## config.mk

```make
export PLATFORM = sky130hd
export DESIGN_NAME = argmax_stream
export DESIGN_NICKNAME = d
export VERILOG_FILES = /design/src/rtl/argmax_pkg.sv /design/src/rtl/fp32_order_key.sv /design/src/rtl/argmax_stream.sv
export SDC_FILE = /design/constraint.sdc
export NUM_CORES = 1
export LEC_CHECK = 0
export ABC_AREA = 1
export ABC_CLOCK_PERIOD_IN_PS = 2700
export BUFFER_PORTS_ARGS = -buffer_cell sky130_fd_sc_hd__buf_2
export CAP_MARGIN = 10
export CELL_PAD_IN_SITES_DETAIL_PLACEMENT = 1
export CELL_PAD_IN_SITES_GLOBAL_PLACEMENT = 1
export CORE_MARGIN = 2
export CORE_UTILIZATION = 43
export CTS_CLUSTER_DIAMETER = 60
export DETAILED_ROUTE_END_ITERATION = 8
export HOLD_SLACK_MARGIN = 0.02
export PLACE_DENSITY_LB_ADDON = 0.1
export SYNTH_ARGS = -nofsm -noshare
export SYNTH_HDL_FRONTEND = slang
export SYNTH_SLANG_ARGS = --single-unit
```

## constraint.sdc

```tcl
create_clock -name clk -period 2.7 [get_ports clk]
set_input_delay 0.81 -clock clk [delete_from_list [all_inputs] [get_ports clk]]
set_output_delay 0.81 -clock clk [all_outputs]
set_load 0.02 [all_outputs]
```

## src/rtl/argmax_pkg.sv

```systemverilog
// Shared types and helpers for the argmax output stage.
// Scores are raw fp32 words; comparison uses a monotonic unsigned key.
package argmax_pkg;

    typedef logic [31:0] fp32_t;
    typedef logic [31:0] key_t;

    typedef enum logic {
        ST_ACCUM = 1'b0,
        ST_HOLD  = 1'b1
    } state_e;

    localparam fp32_t      FP_NEG_ZERO = 32'h8000_0000;
    localparam logic [7:0] FP_EXP_ALL1 = 8'hFF;

    function automatic logic is_nan(input fp32_t x);
        return (x[30:23] == FP_EXP_ALL1) && (x[22:0] != 23'd0);
    endfunction

endpackage

```

## src/rtl/fp32_order_key.sv

```systemverilog
// fp32 -> unsigned order key; -0 folds onto +0 so signed zeros tie.
// Combinational, no state, no handshake.
module fp32_order_key
    import argmax_pkg::*;
(
    input  fp32_t fp_i,
    output key_t  key_o,
    output logic  nan_o
);

    fp32_t norm;

    always_comb begin
        norm  = (fp_i == FP_NEG_ZERO) ? 32'h0000_0000 : fp_i;
        key_o = norm[31] ? ~norm : {1'b1, norm[30:0]};
    end

    assign nan_o = is_nan(fp_i);

endmodule

```

## src/rtl/argmax_stream.sv

```systemverilog
// Streaming top-1/top-2 argmax over fp32 class scores, one beat per cycle.
// Result registered on the terminating beat; in_ready drops while a result waits for out_ready.
module argmax_stream
    import argmax_pkg::*;
#(
    parameter int NUM_CLASSES = 10,
    parameter int TOP_K       = 1,
    parameter int IDX_W       = $clog2(NUM_CLASSES)
) (
    input  logic             clk,
    input  logic             resetn,
    input  logic             in_valid,
    output logic             in_ready,
    input  logic [31:0]      in_data,
    input  logic             in_last,
    output logic             out_valid,
    input  logic             out_ready,
    output logic [IDX_W-1:0] out_idx0,
    output logic [IDX_W-1:0] out_idx1,
    output logic [31:0]      out_score0,
    output logic             out_len_err
);

    localparam logic [IDX_W-1:0] LAST_CNT = IDX_W'(NUM_CLASSES - 1);
    localparam logic [IDX_W-1:0] ONE_CNT  = IDX_W'(1);

    state_e           state_q, state_d;
    logic [IDX_W-1:0] cnt_q, cnt_d;

    // Running leaders; the second's raw bits are never reported, so only its key is kept.
    logic [IDX_W-1:0] best_idx_q, best_idx_d, sec_idx_q, sec_idx_d;
    key_t             best_key_q, best_key_d, sec_key_q, sec_key_d;
    logic             best_nan_q, best_nan_d, sec_nan_q, sec_nan_d;
    fp32_t            best_raw_q, best_raw_d;

    logic [IDX_W-1:0] idx0_q, idx0_d, idx1_q, idx1_d;
    fp32_t            score0_q, score0_d;
    logic             len_err_q, len_err_d;

    key_t in_key;
    logic in_nan;
    logic accept, at_cap, frame_end, gt_best, gt_sec;

    fp32_order_key u_key (
        .fp_i  (in_data),
        .key_o (in_key),
        .nan_o (in_nan)
    );

    assign in_ready  = (state_q == ST_ACCUM);
    assign out_valid = (state_q == ST_HOLD);
    assign accept    = in_valid && in_ready;
    assign at_cap    = (cnt_q == LAST_CNT);
    assign frame_end = accept && (in_last || at_cap);

    // A NaN never wins; a real score always beats a NaN holder.
    assign gt_best = !in_nan && (best_nan_q || (in_key > best_key_q));
    assign gt_sec  = !in_nan && (sec_nan_q  || (in_key > sec_key_q));

    always_comb begin
        state_d    = state_q;
        cnt_d      = cnt_q;
        best_idx_d = best_idx_q;
        best_key_d = best_key_q;
        best_nan_d = best_nan_q;
        best_raw_d = best_raw_q;
        sec_idx_d  = sec_idx_q;
        sec_key_d  = sec_key_q;
        sec_nan_d  = sec_nan_q;
        idx0_d     = idx0_q;
        idx1_d     = idx1_q;
        score0_d   = score0_q;
        len_err_d  = len_err_q;

        case (state_q)
            ST_ACCUM: begin
                if (accept) begin
                    if (cnt_q == '0) begin
                        best_idx_d = cnt_q;
                        best_key_d = in_key;
                        best_nan_d = in_nan;
                        best_raw_d = in_data;
                        sec_idx_d  = cnt_q;
                        sec_key_d  = in_key;
                        sec_nan_d  = in_nan;
                    end else if (gt_best) begin
                        sec_idx_d  = best_idx_q;
                        sec_key_d  = best_key_q;
                        sec_nan_d  = best_nan_q;
                        best_idx_d = cnt_q;
                        best_key_d = in_key;
                        best_nan_d = in_nan;
                        best_raw_d = in_data;
                    end else if ((cnt_q == ONE_CNT) || gt_sec) begin
                        sec_idx_d  = cnt_q;
                        sec_key_d  = in_key;
                        sec_nan_d  = in_nan;
                    end
                    cnt_d = cnt_q + 1'b1;

                    if (frame_end) begin
                        state_d   = ST_HOLD;
                        cnt_d     = '0;
                        idx0_d    = best_idx_d;
                        idx1_d    = (TOP_K == 2) ? sec_idx_d : '0;
                        score0_d  = best_raw_d;
                        len_err_d = !(in_last && at_cap);
                    end
                end
            end
            ST_HOLD: begin
                if (out_ready) begin
                    state_d = ST_ACCUM;
                end
            end
            default: state_d = ST_ACCUM;
        endcase
    end

    always_ff @(posedge clk or negedge resetn) begin
        if (!resetn) begin
            state_q    <= ST_ACCUM;
            cnt_q      <= '0;
            best_idx_q <= '0;
            best_key_q <= '0;
            best_nan_q <= 1'b0;
            best_raw_q <= '0;
            sec_idx_q  <= '0;
            sec_key_q  <= '0;
            sec_nan_q  <= 1'b0;
            idx0_q     <= '0;
            idx1_q     <= '0;
            score0_q   <= '0;
            len_err_q  <= 1'b0;
        end else begin
            state_q    <= state_d;
            cnt_q      <= cnt_d;
            best_idx_q <= best_idx_d;
            best_key_q <= best_key_d;
            best_nan_q <= best_nan_d;
            best_raw_q <= best_raw_d;
            sec_idx_q  <= sec_idx_d;
            sec_key_q  <= sec_key_d;
            sec_nan_q  <= sec_nan_d;
            idx0_q     <= idx0_d;
            idx1_q     <= idx1_d;
            score0_q   <= score0_d;
            len_err_q  <= len_err_d;
        end
    end

    assign out_idx0    = idx0_q;
    assign out_idx1    = idx1_q;
    assign out_score0  = score0_q;
    assign out_len_err = len_err_q;

endmodule

```

; After elaboration in Yosys (flattened, before gate mapping)
; Index checks and enable logic that the tools add are counted.
[totals]
register_bits = 111
input_bits = 37
out_inout_bits = 43
word_cells = 46
[op_classes]
n_addsub = 1
magnitude_cmp = 1
n_eq_ne = 3
muxes = 15
bitwise_logic = 2
reduce_logical = 15
[op_table]
columns = cell, count
row1 = $mux W32, 6
row2 = $eq A32 B32 Y1 const B, 1
row3 = $gt A32 B32 Y1, 1
row4 = $not A32 Y32, 1
row5 = $reduce_bool A23 Y1, 1
row6 = $mux W4, 3
row7 = $eq A8 B8 Y1 const B, 1
row8 = $reduce_and A3 Y1, 2
row9 = $logic_and A1 B1 Y1, 5
row10 = $mux W1, 5
row11 = $add A4 B1 Y4 const B, 1
row12 = $eq A4 B4 Y1 const B, 1
row13 = $logic_not A4 Y1, 1
row14 = $logic_not A1 Y1, 2
row15 = $logic_or A1 B1 Y1, 2
row16 = $pmux W1 S2, 1
row17 = $reduce_and A2 Y1, 1
row18 = $reduce_bool A2 Y1, 1
row19 = $not A1 Y1, 1

; Depth between registers and ports, before layout
[logic_depth]
ltp_word = 9
depth_mapped = 27
mapped_depth_nobuf = 24

; Cells and area by module
; Synthesis repeated with hierarchy kept, for this count alone.
[hier_totals]
cells_unflattened = 861
hier_area_um2 = 6498.7
[modules_own_cells]
columns = module, instances, cells_each, area_per_inst_um2, seq_area_each_um2
row1 = argmax_stream, 1, 750, 5898.2, 2777.7
row2 = fp32_order_key, 1, 111, 600.6, 0.0

; Least setup slack after synthesis
; OpenSTA, ideal clock, no wires.
[synth_timing]
kind = input-to-reg
start = in in_data[6]
end = reg score0_q[14], in the netlist out_score0[14]
setup_time_ps = 118
arrival_ps = 3351
required_time_ps = 2582
path_slack_ps = -769
path_stages = 27
path_buffers = 3
path_cell_list = inv_2 > nand2_1 > nor2_1 > nand2_1 > nor2_1 > nand2_1 > nand2_2 > buf_2 > xor2_1 > ha_1 > nand2_1 > inv_1 > nand3_1 > nor2_1 > inv_1 > o21ai_0 > nand4_1 > nand3_1 > nand2_1 > nand2_1 > nand2_1 > nand2_2 > buf_4 > buf_2 > nand2_1 > nand3_1 > nand2_1
[synth_between]
elab_chain_cells = 9
elab_cells_between_ends = 12
classes_between = 1 x order compare / 1 x eq/ne / 4 x mux / 1 x bitwise / 5 x reduce/logical
[synth_rtl]
columns = item, line
row1 = from (decl), argmax_stream.sv:14  ; input logic [31:0] in_data,
row2 = $eq A32 B32 Y1 (*), fp32_order_key.sv:14  ; norm = (fp_i == FP_NEG_ZERO) ? 32'h0000_0000 : fp_i;
row3 = $mux W32 (*), fp32_order_key.sv:14
row4 = $not A32 Y32, fp32_order_key.sv:15  ; key_o = norm[31] ? ~norm : {1'b1, norm[30:0]};
row5 = $mux W32 (*), fp32_order_key.sv:15
row6 = net in_key[15], argmax_stream.sv:40  ; key_t in_key;
row7 = $gt A32 B32 Y1 (*), argmax_stream.sv:57  ; assign gt_best = !in_nan && (best_nan_q || (in_key > best_key_q));
row8 = $logic_or A1 B1 Y1 (*), argmax_stream.sv:57
row9 = $logic_and A1 B1 Y1 (*), argmax_stream.sv:57
row10 = $mux W32 (*), argmax_stream.sv:86  ; end else if (gt_best) begin
row11 = $mux W32 (*), argmax_stream.sv:78  ; if (cnt_q == '0) begin
row12 = to (signal assigned), argmax_stream.sv:147  ; score0_q <= score0_d;
row13 = to (decl), argmax_stream.sv:37  ; fp32_t score0_q, score0_d;
; Mark *: on every way through the listed nets, which the timed path passes. The rest lies on a longest branch.
; A chain may end at the register's enable or synchronous reset.

; Final worst setup path
[layout_timing]
start = in in_data[10]
end = reg best_key_q[8]
[layout_between]
elab_chain_cells = 9
elab_cells_between_ends = 14
classes_between = 1 x order compare / 1 x eq/ne / 4 x mux / 1 x bitwise / 7 x reduce/logical
[layout_rtl]
columns = item, line
row1 = $eq A32 B32 Y1 (*), fp32_order_key.sv:14
row2 = $mux W32 (*), fp32_order_key.sv:14
row3 = $not A32 Y32, fp32_order_key.sv:15
row4 = $mux W32 (*), fp32_order_key.sv:15
row5 = net in_key[28], argmax_stream.sv:40
row6 = $gt A32 B32 Y1 (*), argmax_stream.sv:57
row7 = $logic_or A1 B1 Y1 (*), argmax_stream.sv:57
row8 = $logic_and A1 B1 Y1 (*), argmax_stream.sv:57
row9 = $reduce_bool A2 Y1 (no line) (*), n/a
row10 = $reduce_and A3 Y1 (no line) (*), n/a
row11 = to (signal assigned), argmax_stream.sv:139  ; best_key_q <= best_key_d;
row12 = to (decl), argmax_stream.sv:32  ; key_t best_key_q, best_key_d, sec_key_q, sec_key_d;
; Mark *: on every way through the listed nets, which the timed path passes. The rest lies on a longest branch. The select of a mux whose other input is x is not followed.

==> results.json <==
{
  "unrepaired_setup_endpoints_after_global_routing": "yes",
  "max-cap-violations": 0,
  "tightest_pin_transition_ns": 0.753,
  "tritoncts": "built",
  "use_met3_pct": 5.58,
  "violations": "negative setup slack",
  "clk_transition_reported_paths_ns": 0.09,
  "nets": 1055,
  "wl_per_cell_um": 28.8,
  "initial_core_util_pct": 44.4,
  "placeableCoreArea_mm2": 0.0140,
  "p_leak_nw": 4.89,
  "post_synth_num_cell_types": 29,
  "port_buffers": 75,
  "setup_ws_final_ns": -1.36,
  "leading_cell_type_in_the_layout_fill_and_taps_excluded": "sky130_fd_sc_hd__nand2_1",
  "drt_first_pass_iters": 6,
  "cp-end-kind": "flop",
  "antenna_left": 0,
  "dp_hpwl_um": 13700,
  "timing.hold.worst.class": "in2async",
  "path_max_fanout": 11,
  "cp.required_ns": 2.97,
  "hold_ws_ns": 0.463,
  "routed-via-count": 7183,
  "final_min_period_over_clock_period_pct": 150,
  "drtIter0Drc": 894,
  "power_density_mw_per_mm2": 1170,
  "grt.overflow.total": 0,
  "detail_route.drc_violations": 0,
  "clock_buffers_created_by_tritoncts": 9,
  "dieWidth_um": 124,
  "crit_path_start": "in_data[10]",
  "pin_count": 80,
  "tns_ns": -130.71,
  "floorplan.rows": 43,
  "synth-warning-count": 0,
  "path_class": "in2reg",
  "regToRegStartpoint": "best_key_q[10]$_DFFE_PN0P_",
  "preCtsSetupSlack_ns": -1.56,
  "antenna_cells_inserted": 0,
  "ff_to_ff_setup_slack_ns": -0.19,
  "final_cell_area_mm2": 0.00970,
  "synth-seq-area-share_pct": 44.6,
  "detailed_place.area_mm2": 0.00749,
  "place_congestion": 0.857,
  "route.final.wire_length_um": 33700,
  "synth_seq_cells": 111,
  "skew_ns": 0.0164,
  "syn_area_per_cell_um2": 7.68,
  "antenna_violations_before_repair": 0,
  "grt_first_pass_wirelength_um": 39900,
  "finalHoldViolCount": 0,
  "power.share.sequential_pct": 27.0,
  "final_period_minus_worst_setup_slack_ns": 4.06,
  "worstRegToRegCells": 19,
  "power.switching_fraction_pct": 49.6,
  "cts.path.max_buffers": 2,
  "clk_latency_ns": 0.40,
  "groute.layer.met1.usage_pct": 37.7,
  "report.final.slew_viol_count": 0,
  "globalRouteMet2Util_pct": 57.4,
  "postSynthCellCount": 812,
  "floorplan.die.height_um": 124,
  "clock_sinks": 111,
  "worst_ep_arrival_time_ns": 4.33,
  "power.share.clock_pct": 12.9,
  "fmax_mhz": 246,
  "fin_total_pwr_mw": 11.4,
  "area.growth.synth_to_final_pct": 55.6,
  "grt_most_used_layer": "met2",
  "max-slew-margin-rel_pct": 49.8,
  "layout_cell_share_with_drive_strength_beyond_1_pct": 43.7,
  "design.die.area_mm2": 0.0155,
  "power.share.combinational_pct": 60.1,
  "outcome": "finished with violations",
  "most-common-layout-cells": "sky130_fd_sc_hd__nand2_1 (183), sky130_fd_sc_hd__dfrtp_1 (111), sky130_fd_sc_hd__buf_4 (97)",
  "cts.htree.levels": 3,
  "fillCellCount": 1537,
  "grt_pass1_vias": 7363,
  "finalSetupViolCount": 105,
  "clock_tree.root_cell": "sky130_fd_sc_hd__clkbuf_16",
  "synth_area_mm2": 0.00623,
  "p_int_mw": 5.72,
  "worstSetupStartpointType": "primary input",
  "largest_net_degree_at_the_start_of_global_routing": 49,
  "vias_per_cell": 6.14,
  "power.net_switching_mw": 5.64,
  "grt.total_usage_pct": 33.0,
  "crit-reg2reg-capture": "best_key_q[20]$_DFFE_PN0P_",
  "vdd.ir_drop.worst_uv": 806
}
==> flip-flops by register name, indices dropped and copies added, names as in the netlist <==
name	flops
out_valid	1
best_idx_q	4
best_nan_q	1
out_idx0	4
out_score0	32
best_raw_q	32
cnt_q	4
best_key_q	32
out_len_err	1
==> logic make-up after synthesis <==
group / count (synthesis) / synth area share, %
fa+ha+maj: 34 / 6.83
other cells: 1 / 0.0602
xor+xnor: 32 / 4.50
buf+inv: 161 / 11.0
simple gates: 409 / 27.7
compound gates: 64 / 5.34
flops: 111 / 44.6
==> synthesized netlist by cell type (all sizes together) <==
| library cell | number | area [µm²] |
|---|---|---|
| nand3b | 2 | 15.0 |
| nand3 | 114 | 571 |
| ha | 34 | 425 |
| and2 | 1 | 6.26 |
| a21oi | 14 | 70.1 |
| nand4 | 5 | 31.3 |
| o21ai | 45 | 225 |
| nor3 | 1 | 5.00 |
| dfrtp | 111 | 2780 |
| nor3b | 1 | 7.51 |
| o221ai | 1 | 8.76 |
| clkbuf | 11 | 41.3 |
| a21o | 1 | 7.51 |
| inv | 117 | 439 |
| a211oi | 1 | 7.51 |
| nand2 | 259 | 980 |
| o21a | 1 | 7.51 |
| a31oi | 1 | 6.26 |
| nor4 | 5 | 31.3 |
| xor2 | 32 | 280 |
| conb | 1 | 3.75 |
| buf | 33 | 206 |
| nor2 | 21 | 78.8 |
==> routing by layer <==
layer,share of wire (%),wire [µm]
met3,7.8,2620
met1,35,11700
met4,9.9,3340
met5,0,0
met2,48,16000
==> power groups by stage <==
stage | registers [mW] | clock network (mW) | logic [mW]
4_1_cts | 2.88 | 1.39 | 5.12
6_report | 3.07 | 1.46 | 6.83
5_1_grt | 3.12 | 1.52 | 7.10
2_1_floorplan | 3.13 | 0 | 2.52
3_5_place_dp | 2.88 | 0 | 4.05
3_3_place_gp | 2.83 | 0 | 3.81
==> stage by stage <==
step	utilization, %	instances
after floorplan	-	815
after global placement	53.3	1105
after detailed placement	53.3	1105
after CTS	62.6	1155
after global routing	69.1	1169
final	69.1	1169
==> critical path, stage by stage <==
cell,delay (ns)
sky130_fd_sc_hd__buf_6,0.11
sky130_fd_sc_hd__inv_4,0.05
sky130_fd_sc_hd__nand2_2,0.05
sky130_fd_sc_hd__nor2_2,0.22
sky130_fd_sc_hd__nand2_2,0.12
sky130_fd_sc_hd__nor2_4,0.16
sky130_fd_sc_hd__nand2_4,0.09
sky130_fd_sc_hd__nand2_8,0.12
sky130_fd_sc_hd__buf_12,0.17
sky130_fd_sc_hd__buf_8,0.17
sky130_fd_sc_hd__xor2_1,0.29
sky130_fd_sc_hd__ha_1,0.30
sky130_fd_sc_hd__nand2_1,0.12
sky130_fd_sc_hd__inv_1,0.08
sky130_fd_sc_hd__nand4_1,0.09
sky130_fd_sc_hd__nor2_1,0.04
sky130_fd_sc_hd__nor2_1,0.17
sky130_fd_sc_hd__nand3_1,0.12
sky130_fd_sc_hd__nand2_2,0.10
sky130_fd_sc_hd__nand2_2,0.09
sky130_fd_sc_hd__nand2_4,0.11
sky130_fd_sc_hd__nand2_8,0.12
sky130_fd_sc_hd__buf_4,0.20
sky130_fd_sc_hd__clkbuf_16,0.18
sky130_fd_sc_hd__nand3_1,0.13
sky130_fd_sc_hd__nand2_1,0.09
==> cell type report <==
class	instances	area, µm²	area share, %
Clock buffer	9	225	2.32
Timing Repair Buffer	201	1880	19.3
Sequential cell	111	2780	28.6
Clock inverter	7	72.6	0.748
Tap cell	180	225	2.32
Inverter	117	543	5.60
Multi-Input combinational cell	544	3980	41.0
==> worst max-delay path by stage <==
stage,end,cells after the start
finish,best_key_q[8]$_DFFE_PN0P_,26
global route,best_key_q[2]$_DFFE_PN0P_,26
CTS,out_score0[1]$_DFFE_PN0P_,26
detailed placement,out_score0[3]$_DFFE_PN0P_,25
global placement,out_score0[1]$_DFFE_PN0P_,25
floorplan,best_nan_q$_DFFE_PN0P_,27
==> timing repair <==
item                       CTS  global route
gates cloned                12             4
hold buffers                 0             0
setup endpoints to repair  105           105
pin swaps                   24            43
setup buffers               23            16
resized for setup          112           164
(Power assumes the default switching activity.)
